--- config.mk ---
export PLATFORM = sky130hd
export DESIGN_NAME = mem_sequencer_flat
export DESIGN_NICKNAME = d
export VERILOG_FILES = /design/src/rtl/mem_seq_pkg.sv /design/src/rtl/mem_sequencer_if.sv /design/src/rtl/mem_sequencer_wait_timer.sv /design/src/rtl/mem_sequencer.sv /design/src/flat_wrapper.sv
export SDC_FILE = /design/constraint.sdc
export NUM_CORES = 1
export LEC_CHECK = 0
export ABC_AREA = 1
export CORE_ASPECT_RATIO = 0.6
export CORE_MARGIN = 2
export CORE_UTILIZATION = 29
export DETAILED_ROUTE_END_ITERATION = 10
export MAX_ROUTING_LAYER = met4
export PLACE_DENSITY = 0.81
export SLEW_MARGIN = 20
export SYNTH_ARGS = -nofsm -noshare
export SYNTH_HDL_FRONTEND = slang
export SYNTH_SLANG_ARGS = --single-unit
--- constraint.sdc ---
create_clock -name clock -period 5.3 [get_ports clock]
set_clock_uncertainty 0.2 [all_clocks]
set_input_delay 1.325 -clock clock [delete_from_list [all_inputs] [get_ports clock]]
set_output_delay 1.325 -clock clock [all_outputs]
set_load 0.01 [all_outputs]
--- src/rtl/mem_seq_pkg.sv ---
// Shared types for the memory sequencer: FSM state encoding
// and the NOP instruction presented to the core after reset.
package mem_seq_pkg;

    typedef enum logic [2:0] {
        FETCH,
        DECODE,
        DATA,
        COMMIT,
        HALT
    } state_t;

    localparam logic [31:0] NOP_INSN = 32'h0000_0013;

endpackage

--- src/rtl/mem_sequencer_if.sv ---
// Single-port memory bus between sequencer and RAM.
// Ports: mem_req/mem_we/mem_addr/mem_wdata (master out),
//        mem_rdata/mem_ready (slave out).
interface mem_sequencer_if;

    logic        mem_req;
    logic        mem_we;
    logic [31:0] mem_addr;
    logic [31:0] mem_wdata;
    logic [31:0] mem_rdata;
    logic        mem_ready;

    modport master (
        output mem_req,
        output mem_we,
        output mem_addr,
        output mem_wdata,
        input  mem_rdata,
        input  mem_ready
    );

    modport slave (
        input  mem_req,
        input  mem_we,
        input  mem_addr,
        input  mem_wdata,
        output mem_rdata,
        output mem_ready
    );

endinterface

--- src/rtl/mem_sequencer_wait_timer.sv ---
// Saturating bus wait counter with a timeout flag.
// Ports: clock, reset, clear, enable in; expire out.
module wait_timer #(
    parameter int WAIT_LIMIT = 16
) (
    input  logic clock,
    input  logic reset,
    input  logic clear,
    input  logic enable,
    output logic expire
);

    localparam int CW =
        (WAIT_LIMIT > 0) ? $clog2(WAIT_LIMIT + 1) : 1;
    localparam logic [CW-1:0] MAXC = CW'(WAIT_LIMIT);
    localparam logic [CW-1:0] LAST =
        CW'((WAIT_LIMIT > 0) ? WAIT_LIMIT - 1 : 0);
    localparam bit ARMED = (WAIT_LIMIT > 0);

    logic [CW-1:0] count;

    always_ff @(posedge clock) begin
        if (reset || clear) begin
            count <= '0;
        end else if (enable && count != MAXC) begin
            count <= count + 1'b1;
        end
    end

    // Fires on the waiting cycle that brings the count to the
    // limit, so the FSM leaves on that same edge.
    assign expire = ARMED && enable && (count >= LAST);

endmodule

--- src/rtl/mem_sequencer.sv ---
// Shares one single-port RAM between instruction fetch and
// load/store, holding instruction and load data for the core.
// Ports: clock, reset, pc, instruction, d_addr, d_wdata, d_re,
//        d_we, d_rdata, cpu_step, bus_error, bus (memory master).
module mem_sequencer
    import mem_seq_pkg::*;
#(
    parameter int WAIT_LIMIT = 16
) (
    input  logic             clock,
    input  logic             reset,
    input  logic [31:0]      pc,
    output logic [31:0]      instruction,
    input  logic [31:0]      d_addr,
    input  logic [31:0]      d_wdata,
    input  logic             d_re,
    input  logic             d_we,
    output logic [31:0]      d_rdata,
    output logic             cpu_step,
    output logic             bus_error,
    mem_sequencer_if.master  bus
);

    state_t      state;
    state_t      state_nxt;
    logic        req;
    logic        we;
    logic [31:0] addr;
    logic [31:0] wdata;
    logic        step;
    logic        accept;
    logic        timeout;

    assign accept = bus.mem_req && bus.mem_ready;

    wait_timer #(
        .WAIT_LIMIT(WAIT_LIMIT)
    ) u_timer (
        .clock  (clock),
        .reset  (reset),
        .clear  (bus.mem_ready || (state_nxt != state)),
        .enable (bus.mem_req && !bus.mem_ready),
        .expire (timeout)
    );

    always_ff @(posedge clock) begin
        if (reset) begin
            state <= FETCH;
        end else begin
            state <= state_nxt;
        end
    end

    always_comb begin
        state_nxt = state;
        unique case (state)
            FETCH: begin
                if (timeout) begin
                    state_nxt = HALT;
                end else if (bus.mem_ready) begin
                    state_nxt = DECODE;
                end
            end
            DECODE: begin
                state_nxt = (d_re || d_we) ? DATA : FETCH;
            end
            DATA: begin
                if (timeout) begin
                    state_nxt = HALT;
                end else if (bus.mem_ready) begin
                    state_nxt = COMMIT;
                end
            end
            COMMIT: begin
                state_nxt = FETCH;
            end
            HALT: begin
                state_nxt = HALT;
            end
            default: begin
                state_nxt = FETCH;
            end
        endcase
    end

    always_comb begin
        req   = 1'b0;
        we    = 1'b0;
        addr  = '0;
        wdata = '0;
        step  = 1'b0;
        unique case (state)
            FETCH: begin
                req  = 1'b1;
                addr = pc;
            end
            DECODE: begin
                step = !(d_re || d_we);
            end
            DATA: begin
                req   = 1'b1;
                we    = d_we;
                addr  = d_addr;
                wdata = d_wdata;
            end
            COMMIT: begin
                step = 1'b1;
            end
            HALT: begin
                step = 1'b0;
            end
            default: begin
                step = 1'b0;
            end
        endcase
    end

    // Withdraw any request and suppress commit during reset.
    assign bus.mem_req   = req && !reset;
    assign bus.mem_we    = we && !reset;
    assign bus.mem_addr  = addr;
    assign bus.mem_wdata = wdata;
    assign cpu_step      = step && !reset;

    always_ff @(posedge clock) begin
        if (reset) begin
            instruction <= NOP_INSN;
            d_rdata     <= '0;
            bus_error   <= 1'b0;
        end else begin
            if (state == FETCH && accept) begin
                instruction <= bus.mem_rdata;
            end
            // Conflicting load+store resolves as a store.
            if (state == DATA && accept && !d_we) begin
                d_rdata <= bus.mem_rdata;
            end
            if (timeout) begin
                bus_error <= 1'b1;
            end
            if (state == DECODE && d_re && d_we) begin
                bus_error <= 1'b1;
            end
        end
    end

endmodule

--- src/flat_wrapper.sv ---
// flat-port wrapper written by rule: the top's interface ports become plain ports
module mem_sequencer_flat import mem_seq_pkg::*;
#(
    parameter int WAIT_LIMIT = 16
)
  (clock, reset, pc, instruction, d_addr, d_wdata, d_re, d_we, d_rdata, cpu_step, bus_error, bus_mem_req, bus_mem_we, bus_mem_addr, bus_mem_wdata, bus_mem_rdata, bus_mem_ready);
  mem_sequencer_if bus_i ();
  input  logic clock;
  input  logic reset;
  input  logic [31:0] pc;
  output logic [31:0] instruction;
  input  logic [31:0] d_addr;
  input  logic [31:0] d_wdata;
  input  logic d_re;
  input  logic d_we;
  output logic [31:0] d_rdata;
  output logic cpu_step;
  output logic bus_error;
  output wire logic [$bits(bus_i.mem_req)-1:0] bus_mem_req;
  output wire logic [$bits(bus_i.mem_we)-1:0] bus_mem_we;
  output wire logic [$bits(bus_i.mem_addr)-1:0] bus_mem_addr;
  output wire logic [$bits(bus_i.mem_wdata)-1:0] bus_mem_wdata;
  input wire logic [$bits(bus_i.mem_rdata)-1:0] bus_mem_rdata;
  input wire logic [$bits(bus_i.mem_ready)-1:0] bus_mem_ready;
  assign bus_mem_req = bus_i.mem_req;
  assign bus_mem_we = bus_i.mem_we;
  assign bus_mem_addr = bus_i.mem_addr;
  assign bus_mem_wdata = bus_i.mem_wdata;
  assign bus_i.mem_rdata = bus_mem_rdata;
  assign bus_i.mem_ready = bus_mem_ready;
  mem_sequencer #(.WAIT_LIMIT(WAIT_LIMIT)) u_core (.clock(clock), .reset(reset), .pc(pc), .instruction(instruction), .d_addr(d_addr), .d_wdata(d_wdata), .d_re(d_re), .d_we(d_we), .d_rdata(d_rdata), .cpu_step(cpu_step), .bus_error(bus_error), .bus(bus_i));
endmodule
==> reports/qor.yml <==
status:
  status: "completed"
worst_setup_path:
  r2r_end: "u_core.state[1]"
  crit_path_frequent_cell: "nand2_1"
  worstPathRequired_ps: 3770
  crit_slowest_cell: "inv_1"
  path_cells: "nor2_4 > nand2_1 > buf_4 > inv_1 > nand2_1 > nand2_1 > clkdlybuf4s50_1"
  startpoint_type: "flop"
  rrSetupSlack_ps: 3030
  slowest_delay_ps: 770
  end_kind: "output pin"
  worst_ep_arrival_time_ps: 2810
  path_class: "flop to output pin"
  worstPathMaxFanout: 34
  r2r_start: "u_core.state[0]"
  rr_worst_depth: 6
finish:
  fillers: 1171
  insertedDiodeCount: 0
  area_growth_pct: 83.4
  seq_area_sq_mm: 0.00146
  post-route-util_pct: 55.2
  final_layout_size_suffix_gt1_share_pct: 3.40
  fin_nets: 984
  multi_input_area_sq_mm: 0.00175
global_routing:
  met3_usage_pct: 5.58
  grt_pass1_wl_microns: 20400
  grt-busiest-layer: "met2"
  antenna_found_initial: 0
  grt_use_met2_pct: 29.3
  track_usage_pct: 19.1
  grt_pass1_vias: 4183
  grt_overflow: 0
  gr-usage-met1_pct: 25.1
  grt_start_max_net_pins: 69
timing:
  setup_viol: 0
  fin_crit_sh_pct: 81.8
  rsz0062_at_grt: "false"
  setup-tns-final_ps: 0
  clock.fmax_ghz: 0.231
  slew_headroom_pct: 33.8
  tightestPinTransition_ps: 991
  fin_crit_ps: 4340
  slew_violations: 0
  timing.final.hold_violations: 0
cts:
  cts-root-buf: "clkbuf_16"
  post-cts-setup-buffer-count: 0
  cts.sink_count: 73
  cts_tree: "yes"
  holdBufCountCts: 0
  cts_inserted_buffers: 9
  ctsResizeCount: 0
  cts_max_path_buffers: 2
  insertion_delay_ps: 320
  clkTransAtPathRegs_ps: 60
  cts-htree-levels: 3
yosys:
  syn_area_sq_mm: 0.00367
  ys_types: 22
  yosysWarnings: 0
  synth_area_per_cell_sq_um: 6.11
  ys_ff_latch: 73
  synth_nets: 736
  synthCells: 600
  seq_area_frac_synth_pct: 39.8
floorplanning:
  start_util_pct: 30.1
  ios: 265
  core_area_sq_mm: 0.0122
  die_x_microns: 149
  fp.dieH_microns: 91.1
  std_cell_rows: 31
  die-area_sq_mm: 0.0136
pwr:
  pwr-share-clk_pct: 41.4
  switching_share_pct: 25.0
  pwr-share-comb_pct: 22.0
  vdd_drop_max_v: 0.000133
  power_density_mw_per_mm2: 237
  seqPwrFrac_pct: 36.6
  p_switching_mw: 0.397
  p_int_mw: 1.19
  p_leak_nw: 3.04
detailed_routing:
  initialDrtViolationCount: 242
  wl_per_cell_microns: 12.5
  drt_first_pass_iters: 4
  remaining_drc_errors: 0
  via_per_inst: 4.33
  antenna_left: 0
  num_vias: 4413
  drt-total-wl_microns: 12700
place:
  portBuffers: 264
  hpwl_microns: 9690
  gp_congestion: 0.865
job:
  maxCapViolations: 0
worst_hold_path:
  min-delay-start: "u_core.instruction[1]"
  hold_end: "u_core.instruction[1]"
  hold_class: "flop to flop"
  min_path_cells: 2
routing by layer:
layer	part of all wire (%)	wire length (microns)	vias up
li1	-	-	2284
met1	49	6210	1965
met2	44	5570	150
met3	6.3	800	14
met4	1.0	133	0
met5	0	0	-
logic make-up (layout without fill, tap and decap cells):
logic type / count (synthesis) / count (layout) / synth area share, %
compound gates: 39 / 39 / 5.32
xor+xnor: 1 / 1 / 0.239
fa+ha+maj: 3 / 3 / 1.02
buf+inv: 113 / 366 / 12.6
flops: 73 / 73 / 39.8
simple gates: 371 / 371 / 40.9
cell usage in the layout (no fill, tap or decap), types with 2 or more instances in the layout:
master,n
nor2_1,164
nor2_4,2
bufinv_16,2
clkinv_4,2
a21oi_1,8
inv_1,78
nor3_1,2
nand3_1,40
o21ai_0,31
nand2_1,157
buf_4,5
dfxtp_1,73
clkbuf_16,9
ha_1,3
clkdlybuf4s50_1,264
inv_2,2
registers in the layout, summed over array words and instances, names as in the netlist:
signal                cells
u_core.bus_error          1
u_core.d_rdata           32
u_core.instruction       32
u_core.state              3
u_core.u_timer.count      5
worst max-delay path, delay by kind of cell, from the launching register on:
family / cells / cell delay [ps]
buf+inv: 3 / 1560
simple gates: 4 / 560
flops: 1 / 380
worst max path at each step:
stage / depth (start not counted) / startpoint / slack (ps) / endpoint
finish: 7 / u_core.state[0] / 960 / bus_mem_addr[25]
global route: 7 / u_core.state[0] / 670 / bus_mem_addr[19]
CTS: 7 / u_core.state[0] / 960 / bus_mem_addr[21]
detailed placement: 5 / d_we / 1030 / cpu_step
global placement: 5 / d_we / 1020 / cpu_step
floorplan: 3 / d_we / 1960 / cpu_step
synthesized netlist by cell type, drive strengths merged:
cell	count	area, sq um
dfxtp	73	1460
inv	80	300
nand2	157	589
a21oi	8	40.0
nor4	1	6.26
xor2	1	8.76
nor2	168	662
clkbuf	12	45.0
ha	3	37.5
clkinv	1	3.75
nand3	42	228
buf	20	114
nand4	1	6.26
o21ai	31	155
nor3	2	10.0
layout make-up:
type	instances	area share, %
clock inverter	7	1.53
inverter	81	4.52
sequential	73	21.7
clock buffer	9	3.35
tap	165	3.07
multi-input combinational	414	26.0
timing repair buffer	269	39.9
power by group through the flow:
stage                     clock [mW]  sequential [mW]  combinational, mW
after floorplan                    0            0.601              0.117
after global placement             0            0.593              0.347
after detailed placement           0            0.594              0.351
after CTS                      0.680            0.582              0.352
after global routing           0.711            0.584              0.382
final                          0.659            0.582              0.350
metrics by stage:
step | setup WS (ps) | hold slack, ps | total power, mW | std cells | instance area, sq um
4_1_cts | 957 | 279 | 1.61 | 1018 | 6730
3_5_place_dp | 1030 | 263 | 0.945 | 1002 | 6400
5_1_grt | 667 | 297 | 1.68 | 1018 | 6730
2_1_floorplan | 1960 | 267 | 0.718 | 600 | 3670
3_3_place_gp | 1020 | 244 | 0.941 | 1002 | 6400
6_report | 964 | 277 | 1.59 | 1018 | 6730
Note: power is estimated with default switching activity, not from simulation.
